## src/rtl/i2s_sched_pkg.sv

```systemverilog
// Shared types and constants for the I2S source scheduler.
package i2s_sched_pkg;

    localparam int unsigned BITCNT_W = 5;

    // Transmitter bit position at which it latches sound_in.
    localparam logic [BITCNT_W-1:0] FRAME_LAST = 5'd31;

    typedef enum logic [1:0] {
        IDLE,
        ACTIVE,
        SWITCH
    } sched_state_t;

endpackage

```

## src/rtl/i2s_prio_pick.sv

```systemverilog
// Fixed-priority encoder: lowest set request bit wins.
module i2s_prio_pick #(
    parameter int unsigned N     = 4,
    parameter int unsigned IDX_W = $clog2(N)
) (
    input  logic [N-1:0]     req,
    output logic             found,
    output logic [IDX_W-1:0] idx
);

    // Scan from the top so the lowest set index is the last one written.
    always_comb begin
        found = 1'b0;
        idx   = '0;
        for (int i = N - 1; i >= 0; i--) begin
            if (req[i]) begin
                found = 1'b1;
                idx   = IDX_W'(i);
            end
        end
    end

endmodule

```

## src/rtl/i2s_source_scheduler.sv

```systemverilog
// Shares the I2S left-channel sample slot between NUM_SRC producers with
// fixed priority, a one-frame mute gap on every ownership change and a
// one-sample buffer. Decisions happen only on frame-boundary edges.
// Optional feature: define I2S_SCHED_STATS_EN to add saturating underrun_cnt
// and switch_cnt outputs.
module i2s_source_scheduler
    import i2s_sched_pkg::*;
#(
    parameter  int unsigned NUM_SRC = 4,
    parameter  int unsigned DATA_W  = 16,
    localparam int unsigned IDX_W   = $clog2(NUM_SRC)
) (
    input  logic                      serial_clk,
    input  logic                      reset,
    input  logic [BITCNT_W-1:0]       bit_counter,
    input  logic [NUM_SRC-1:0]        src_valid,
    input  logic [NUM_SRC*DATA_W-1:0] src_data,
    output logic [NUM_SRC-1:0]        src_ready,
    input  logic [NUM_SRC-1:0]        cfg_src_en,
    input  logic                      cfg_underrun_hold,
    output logic [DATA_W-1:0]         sound_in,
    output logic                      grant_valid,
    output logic [IDX_W-1:0]          grant_idx,
    output logic                      underrun
`ifdef I2S_SCHED_STATS_EN
    ,
    output logic [15:0]               underrun_cnt,
    output logic [15:0]               switch_cnt
`endif
);

    sched_state_t      state_q;
    logic [DATA_W-1:0] hold_q;
    logic              hold_valid_q;
    logic [DATA_W-1:0] last_q;

    logic [NUM_SRC-1:0] req;
    logic               found;
    logic [IDX_W-1:0]   win_idx;
    logic               boundary;
    logic               take_switch;
    logic               xfer;
    logic               grant_en;
    logic [DATA_W-1:0]  grant_data;

    assign req = cfg_src_en & src_valid;

    i2s_prio_pick #(
        .N     (NUM_SRC),
        .IDX_W (IDX_W)
    ) u_pick (
        .req   (req),
        .found (found),
        .idx   (win_idx)
    );

    // Boundary detect, ready generation and ownership-change decision.
    always_comb begin
        boundary   = (bit_counter == FRAME_LAST);
        grant_en   = cfg_src_en[grant_idx];
        grant_data = src_data[int'(grant_idx)*DATA_W +: DATA_W];
        src_ready  = '0;
        if (state_q == ACTIVE && !hold_valid_q && !boundary) begin
            src_ready[grant_idx] = 1'b1;
        end
        xfer        = |(src_ready & src_valid);
        take_switch = boundary && found &&
                      ((state_q == IDLE) ||
                       (state_q == SWITCH && win_idx < grant_idx) ||
                       (state_q == ACTIVE && win_idx != grant_idx));
    end

    // Scheduler FSM with registered sample, grant and underrun outputs.
    always_ff @(posedge serial_clk or negedge reset) begin
        if (!reset) begin
            state_q      <= IDLE;
            hold_q       <= '0;
            hold_valid_q <= 1'b0;
            last_q       <= '0;
            sound_in     <= '0;
            grant_valid  <= 1'b0;
            grant_idx    <= '0;
            underrun     <= 1'b0;
        end else begin
            underrun <= 1'b0;
            // Ready is low on the boundary, so a transfer never races the
            // hold-register drain below.
            if (xfer) begin
                hold_q       <= grant_data;
                hold_valid_q <= 1'b1;
            end
            if (boundary) begin
                case (state_q)
                    IDLE: begin
                        sound_in <= '0;
                        if (take_switch) begin
                            grant_idx   <= win_idx;
                            grant_valid <= 1'b1;
                            state_q     <= SWITCH;
                        end
                    end
                    SWITCH: begin
                        sound_in <= '0;
                        if (take_switch) begin
                            grant_idx <= win_idx;
                        end else begin
                            state_q <= ACTIVE;
                        end
                    end
                    ACTIVE: begin
                        if (hold_valid_q) begin
                            sound_in     <= hold_q;
                            last_q       <= hold_q;
                            hold_valid_q <= 1'b0;
                        end else begin
                            sound_in <= cfg_underrun_hold ? last_q : '0;
                            underrun <= 1'b1;
                        end
                        if (take_switch) begin
                            grant_idx <= win_idx;
                            state_q   <= SWITCH;
                        end else if (!grant_en && !found) begin
                            grant_valid <= 1'b0;
                            state_q     <= IDLE;
                        end
                    end
                    default: state_q <= IDLE;
                endcase
            end
        end
    end

`ifdef I2S_SCHED_STATS_EN
    // Saturating event counters for underruns and ownership changes.
    always_ff @(posedge serial_clk or negedge reset) begin
        if (!reset) begin
            underrun_cnt <= '0;
            switch_cnt   <= '0;
        end else begin
            if (underrun && underrun_cnt != 16'hFFFF) begin
                underrun_cnt <= underrun_cnt + 16'd1;
            end
            if (take_switch && switch_cnt != 16'hFFFF) begin
                switch_cnt <= switch_cnt + 16'd1;
            end
        end
    end
`else
    // Statistics counters are not built in this configuration.
`endif

endmodule

```

## config.mk

```make
export PLATFORM = sky130hd
export DESIGN_NAME = i2s_source_scheduler
export DESIGN_NICKNAME = d
export VERILOG_FILES = /design/src/rtl/i2s_sched_pkg.sv /design/src/rtl/i2s_prio_pick.sv /design/src/rtl/i2s_source_scheduler.sv
export SDC_FILE = /design/constraint.sdc
export NUM_CORES = 1
export LEC_CHECK = 0
export ABC_AREA = 0
export ABC_CLOCK_PERIOD_IN_PS = 5690
export CORE_MARGIN = 2
export CORE_UTILIZATION = 45
export CTS_BUF_LIST = sky130_fd_sc_hd__clkbuf_4
export CTS_CLUSTER_DIAMETER = 100
export DETAILED_ROUTE_END_ITERATION = 7
export PLACE_DENSITY = 0.81
export SLEW_MARGIN = 20
export SYNTH_ARGS = -nofsm -noshare
export SYNTH_HDL_FRONTEND = slang
export SYNTH_SLANG_ARGS = --single-unit
```

## constraint.sdc

```tcl
create_clock -name serial_clk -period 5.69 [get_ports serial_clk]
set_clock_uncertainty 0.2 [all_clocks]
set_input_delay 1.4225 -clock serial_clk [delete_from_list [all_inputs] [get_ports serial_clk]]
set_output_delay 1.4225 -clock serial_clk [all_outputs]
set_load 0.005 [all_outputs]
```

# == Word level (Yosys, flattened, before mapping) ==
# Index checks and enable logic that the tools add are counted.
# classes
magnitude_cmp,3
n_eq_ne,9
n_shift,1
muxes,32
n_bitwise,2
n_reduce_logical,25
# ops
operator,count
$shiftx 64x7->16,1
$mux 16,2
$pmux 16 s2,1
$mux 1,16
$mux 2,8
$and 4x4->4,2
$logic_and 1x1->1,8
$ne 2x2->1 const B,3
$pmux 2 s3,1
$reduce_and 3->1,2
$eq 5x5->1 const B,1
$reduce_and 5->1,1
$logic_not 1->1,4
$mux 4,1
$reduce_and 4->1,1
$reduce_bool 2->1,2
$reduce_or 4->1,1
$lt 2x3->1 const B,1
$ne 3x2->1 const B,1
$reduce_or 3->1,1
$bmux 1 s2,1
$demux 1 s2,1
$eq 2x1->1 const B,1
$eq 2x2->1 const B,1
other kinds (9),10
# word_totals
reg_bits,55
output_inout_bits,24
word_cells,80

# == Logic depth before layout (Yosys ltp) ==
# depth
word_depth,12
mapped_depth,9

# == By module ==
# Synthesis repeated with hierarchy kept, for this count alone.
# hier_totals
cells_unflattened,241
area_unflattened_um2,2859.0
# modules_own_cells
mod,n_inst,cells_each,area_each_um2,seq_area_each_um2
i2s_source_scheduler,1,234,2824.0,1376.3
i2s_prio_pick,1,7,35.0,0.0

# == Least setup slack after synthesis ==
# Ideal clock, no wire load.
# synth_timing
kind,input to output
start,input port bit_counter[2]
end,output port src_ready[0]
t_arrival_ps,2368
setup_slack_ps,1699
cell_stages,5
path_buffers,1
cell_sequence,and3_1 and3_1 clkbuf_1 nor3_2 nor3b_1
# synth_between
elab_chain_cells,4
# synth_rtl
element,line_no,text
from (decl),i2s_source_scheduler.sv:15,"input logic [BITCNT_W-1:0] bit_counter,"
$eq 5x5->1,i2s_source_scheduler.sv:59,boundary = (bit_counter == FRAME_LAST);
$logic_not 1->1,i2s_source_scheduler.sv:63,if (state_q == ACTIVE && !hold_valid_q && !boundary) begin
$logic_and 1x1->1,i2s_source_scheduler.sv:63,
$mux 4,i2s_source_scheduler.sv:63,
to (decl),i2s_source_scheduler.sv:18,"output logic [NUM_SRC-1:0] src_ready,"
# No other way between the ends.

# == Final worst setup path ==
# Same ends and word-level chain as after synthesis.

==> results.sh <==
export IMPL_layout_setup_ws_ns=0.673
export IMPL_fmax_mhz=199
export IMPL_relSlewSlack_pct=29.5
export IMPL_cap_viol_max_count=0
export IMPL_grt_remaining_overflow=0
export IMPL_post_place_ws_ns=0.639
export IMPL_syn_inst=219
export IMPL_drive_gt1_share_pct=20.8
export IMPL_post_route_drc_count=0
export IMPL_clk_pin_slew_ns=0.15
export IMPL_yosysSeqAreaShare_pct=49.4
export IMPL_tightest_slew_ns=1.05
export IMPL_yosysTopAreaCell="dfrtp_1"
export IMPL_grt_pass1_wl_um=10100
export IMPL_reg2reg_to="grant_valid"
export IMPL_dp_hpwl_um=4800
export IMPL_antenna_cells=0
export IMPL_yosysWarnings=0
export IMPL_crit_path_end="src_ready[0]"
export IMPL_h_tree_depth=2
export IMPL_reg2reg_depth=6
export IMPL_layout_common_cells="clkdlybuf4s50_1 (102), dfrtp_1 (55), mux2_2 (33)"
export IMPL_synth_area_leaders="dfrtp_1 (49%), mux4_2 (14%), mux2_2 (13%)"
export IMPL_top_level_ports=104
export IMPL_num_vias=2149
export IMPL_antenna_found_initial=0
export IMPL_areaGrowthSynthToFinish_pct=40.5
export IMPL_hold_depth=2
export IMPL_worstSkewPairLatency_ns=0.40
export IMPL_p_leak_nw=1.57
export IMPL_hold_viol=0
export IMPL_powerDensity_nw_per_um2=368
export IMPL_wl_per_cell_um=16.2
export IMPL_drt_vias_per_instance=5.47
export IMPL_ant_nets=0
export IMPL_drt_iter0_markers=68
export IMPL_cp_startpoint="bit_counter[2]"
export IMPL_holdWs_ns=0.293
export IMPL_place_gp_congestion=0.787
export IMPL_core_area_um2=5960
export IMPL_dr_pass1_iters=4
export IMPL_cts_inserted_buffers=5
export IMPL_rr_startpoint="grant_idx[1]"
export IMPL_cts_repair_resized=0
export IMPL_avgSynthCellArea_um2=12.7
export IMPL_postLayoutCellArea_um2=3920
export IMPL_final_common_cell="clkdlybuf4s50_1"
export IMPL_dieArea_um2=6840
export IMPL_cts_sinks=55
export IMPL_critPathKind="in -> out"
export IMPL_synth_seq_cells=55
export IMPL_drv_slew=0
export IMPL_grt_use_total_pct=19.8
export IMPL_worst_path_max_fanout=5
export IMPL_ys_types=34
export IMPL_layout_nets=399
export IMPL_drt_total_wl_um=6360
export IMPL_finalSetupViolCount=0
export IMPL_clock_root_buffer="clkbuf_4"
export IMPL_cts_tree="built"
export IMPL_postCtsHoldBufs=0
export IMPL_start_util_pct=46.8
export IMPL_critPathLaunchType="input port"
export IMPL_fin_crit_sh_pct=88.2
export IMPL_clk_path_buf_depth=2
export IMPL_rsz0062_at_grt="no"
export IMPL_syn_nets=301
export IMPL_dieWidth_um=82.7
export IMPL_status="finished clean"
export IMPL_io_buffers=103
export IMPL_cp_arrival_ns=3.39
export IMPL_fin_setup_tns_ns=0
export IMPL_die_y_um=82.7
export IMPL_peakVddDrop_uv=170
export IMPL_finalCriticalPeriod_ns=5.02
export IMPL_netlist_area_um2=2790
export IMPL_yosysTopAreaCellShare_pct=49.4
export IMPL_post_cts_setup_buffers=0
export IMPL_cp_end_kind="primary output"
export IMPL_r2r_setup_slack_ns=2.68
export IMPL_grt_max_degree=56
export IMPL_power_mw=1.44
export IMPL_min_path_type="reg -> reg"
export IMPL_rows=28
export IMPL_grt_pass1_vias=2189
export IMPL_critPathRequiredTime_ns=4.07
export IMPL_place_area_um2=3860
==> state kept, by name (all words and copies together), names as in the netlist <==
register      count
grant_valid       1
sound_in         16
state_q           2
grant_idx         2
underrun          1
hold_valid_q      1
hold_q           16
last_q           16
==> through the flow <==
stage,util (%),std cells
after global placement,64.8,385
after detailed placement,64.8,385
after global routing,65.7,393
after CTS,65.7,393
final,65.7,393
after floorplan,-,219
==> critical path, stage by stage <==
cell	delay [ns]
clkdlybuf4s50_1	0.40
and3_1	0.19
and3_1	0.25
nor3_2	0.32
nor3b_1	0.26
clkdlybuf4s50_1	0.55
==> cell type report <==
cell class                      count  area (um^2)
Sequential cell                    55         1380
Clock inverter                      3         20.0
Inverter                            3         11.3
Multi-Input combinational cell    147         1340
Tap cell                           75         93.8
Timing Repair Buffer              105         1040
Fill cell                         479         2040
Clock buffer                        5         37.5
==> metal layers <==
metal | GRT usage (%) | vias up | routed length (um)
li1 | - | 1021 | -
met1 | 27.0 | 1059 | 2770
met2 | 31.7 | 60 | 3230
met3 | 4.24 | 9 | 263
met4 | 6.72 | 0 | 99
met5 | 0 | - | 0
==> synthesized netlist by cell type <==
cell	instances
and3_1	2
buf_6	1
nand2_2	1
a22oi_1	18
nand3_1	2
clkbuf_1	9
nor3b_1	3
a21oi_1	3
or3_1	1
nor3b_2	1
nor3_1	2
nor4_1	1
mux2_2	33
nand2_1	25
buf_1	1
a32oi_1	1
ha_1	2
mux2i_1	2
nor2b_1	2
inv_1	3
nor3_2	1
or3_4	1
o22ai_1	1
nand2b_1	2
dfrtp_1	55
mux4_2	17
nor2_2	1
buf_2	3
o2111ai_1	1
a21o_1	1
a21boi_0	2
o21ai_0	18
o31a_1	1
nor2_1	2
==> report_power, final <==
group / switching [mW] / internal, mW
registers: 0.126 / 0.559
clock network: 0.128 / 0.0474
logic: 0.214 / 0.365
total: 0.468 / 0.971
==> worst min-delay path by stage <==
| stage | from | end | slack [ns] |
|---|---|---|---|
| floorplan | sound_in[0] | sound_in[0] | 0.27 |
| global placement | sound_in[14] | sound_in[14] | 0.26 |
| detailed placement | sound_in[14] | sound_in[14] | 0.27 |
| CTS | sound_in[14] | sound_in[14] | 0.30 |
| global route | sound_in[3] | sound_in[3] | 0.32 |
| finish | sound_in[14] | sound_in[14] | 0.29 |
==> cells by family after synthesis <==
family	Yosys count	share of synthesized area (%)
adders and majority gates	2	0.898
muxes	52	27.8
AOI/OAI and AO/OA	46	10.6
and+or+nand+nor	47	8.62
DFF	55	49.4
buffers and inverters	17	2.69
Power figures use the tool's default switching activity.
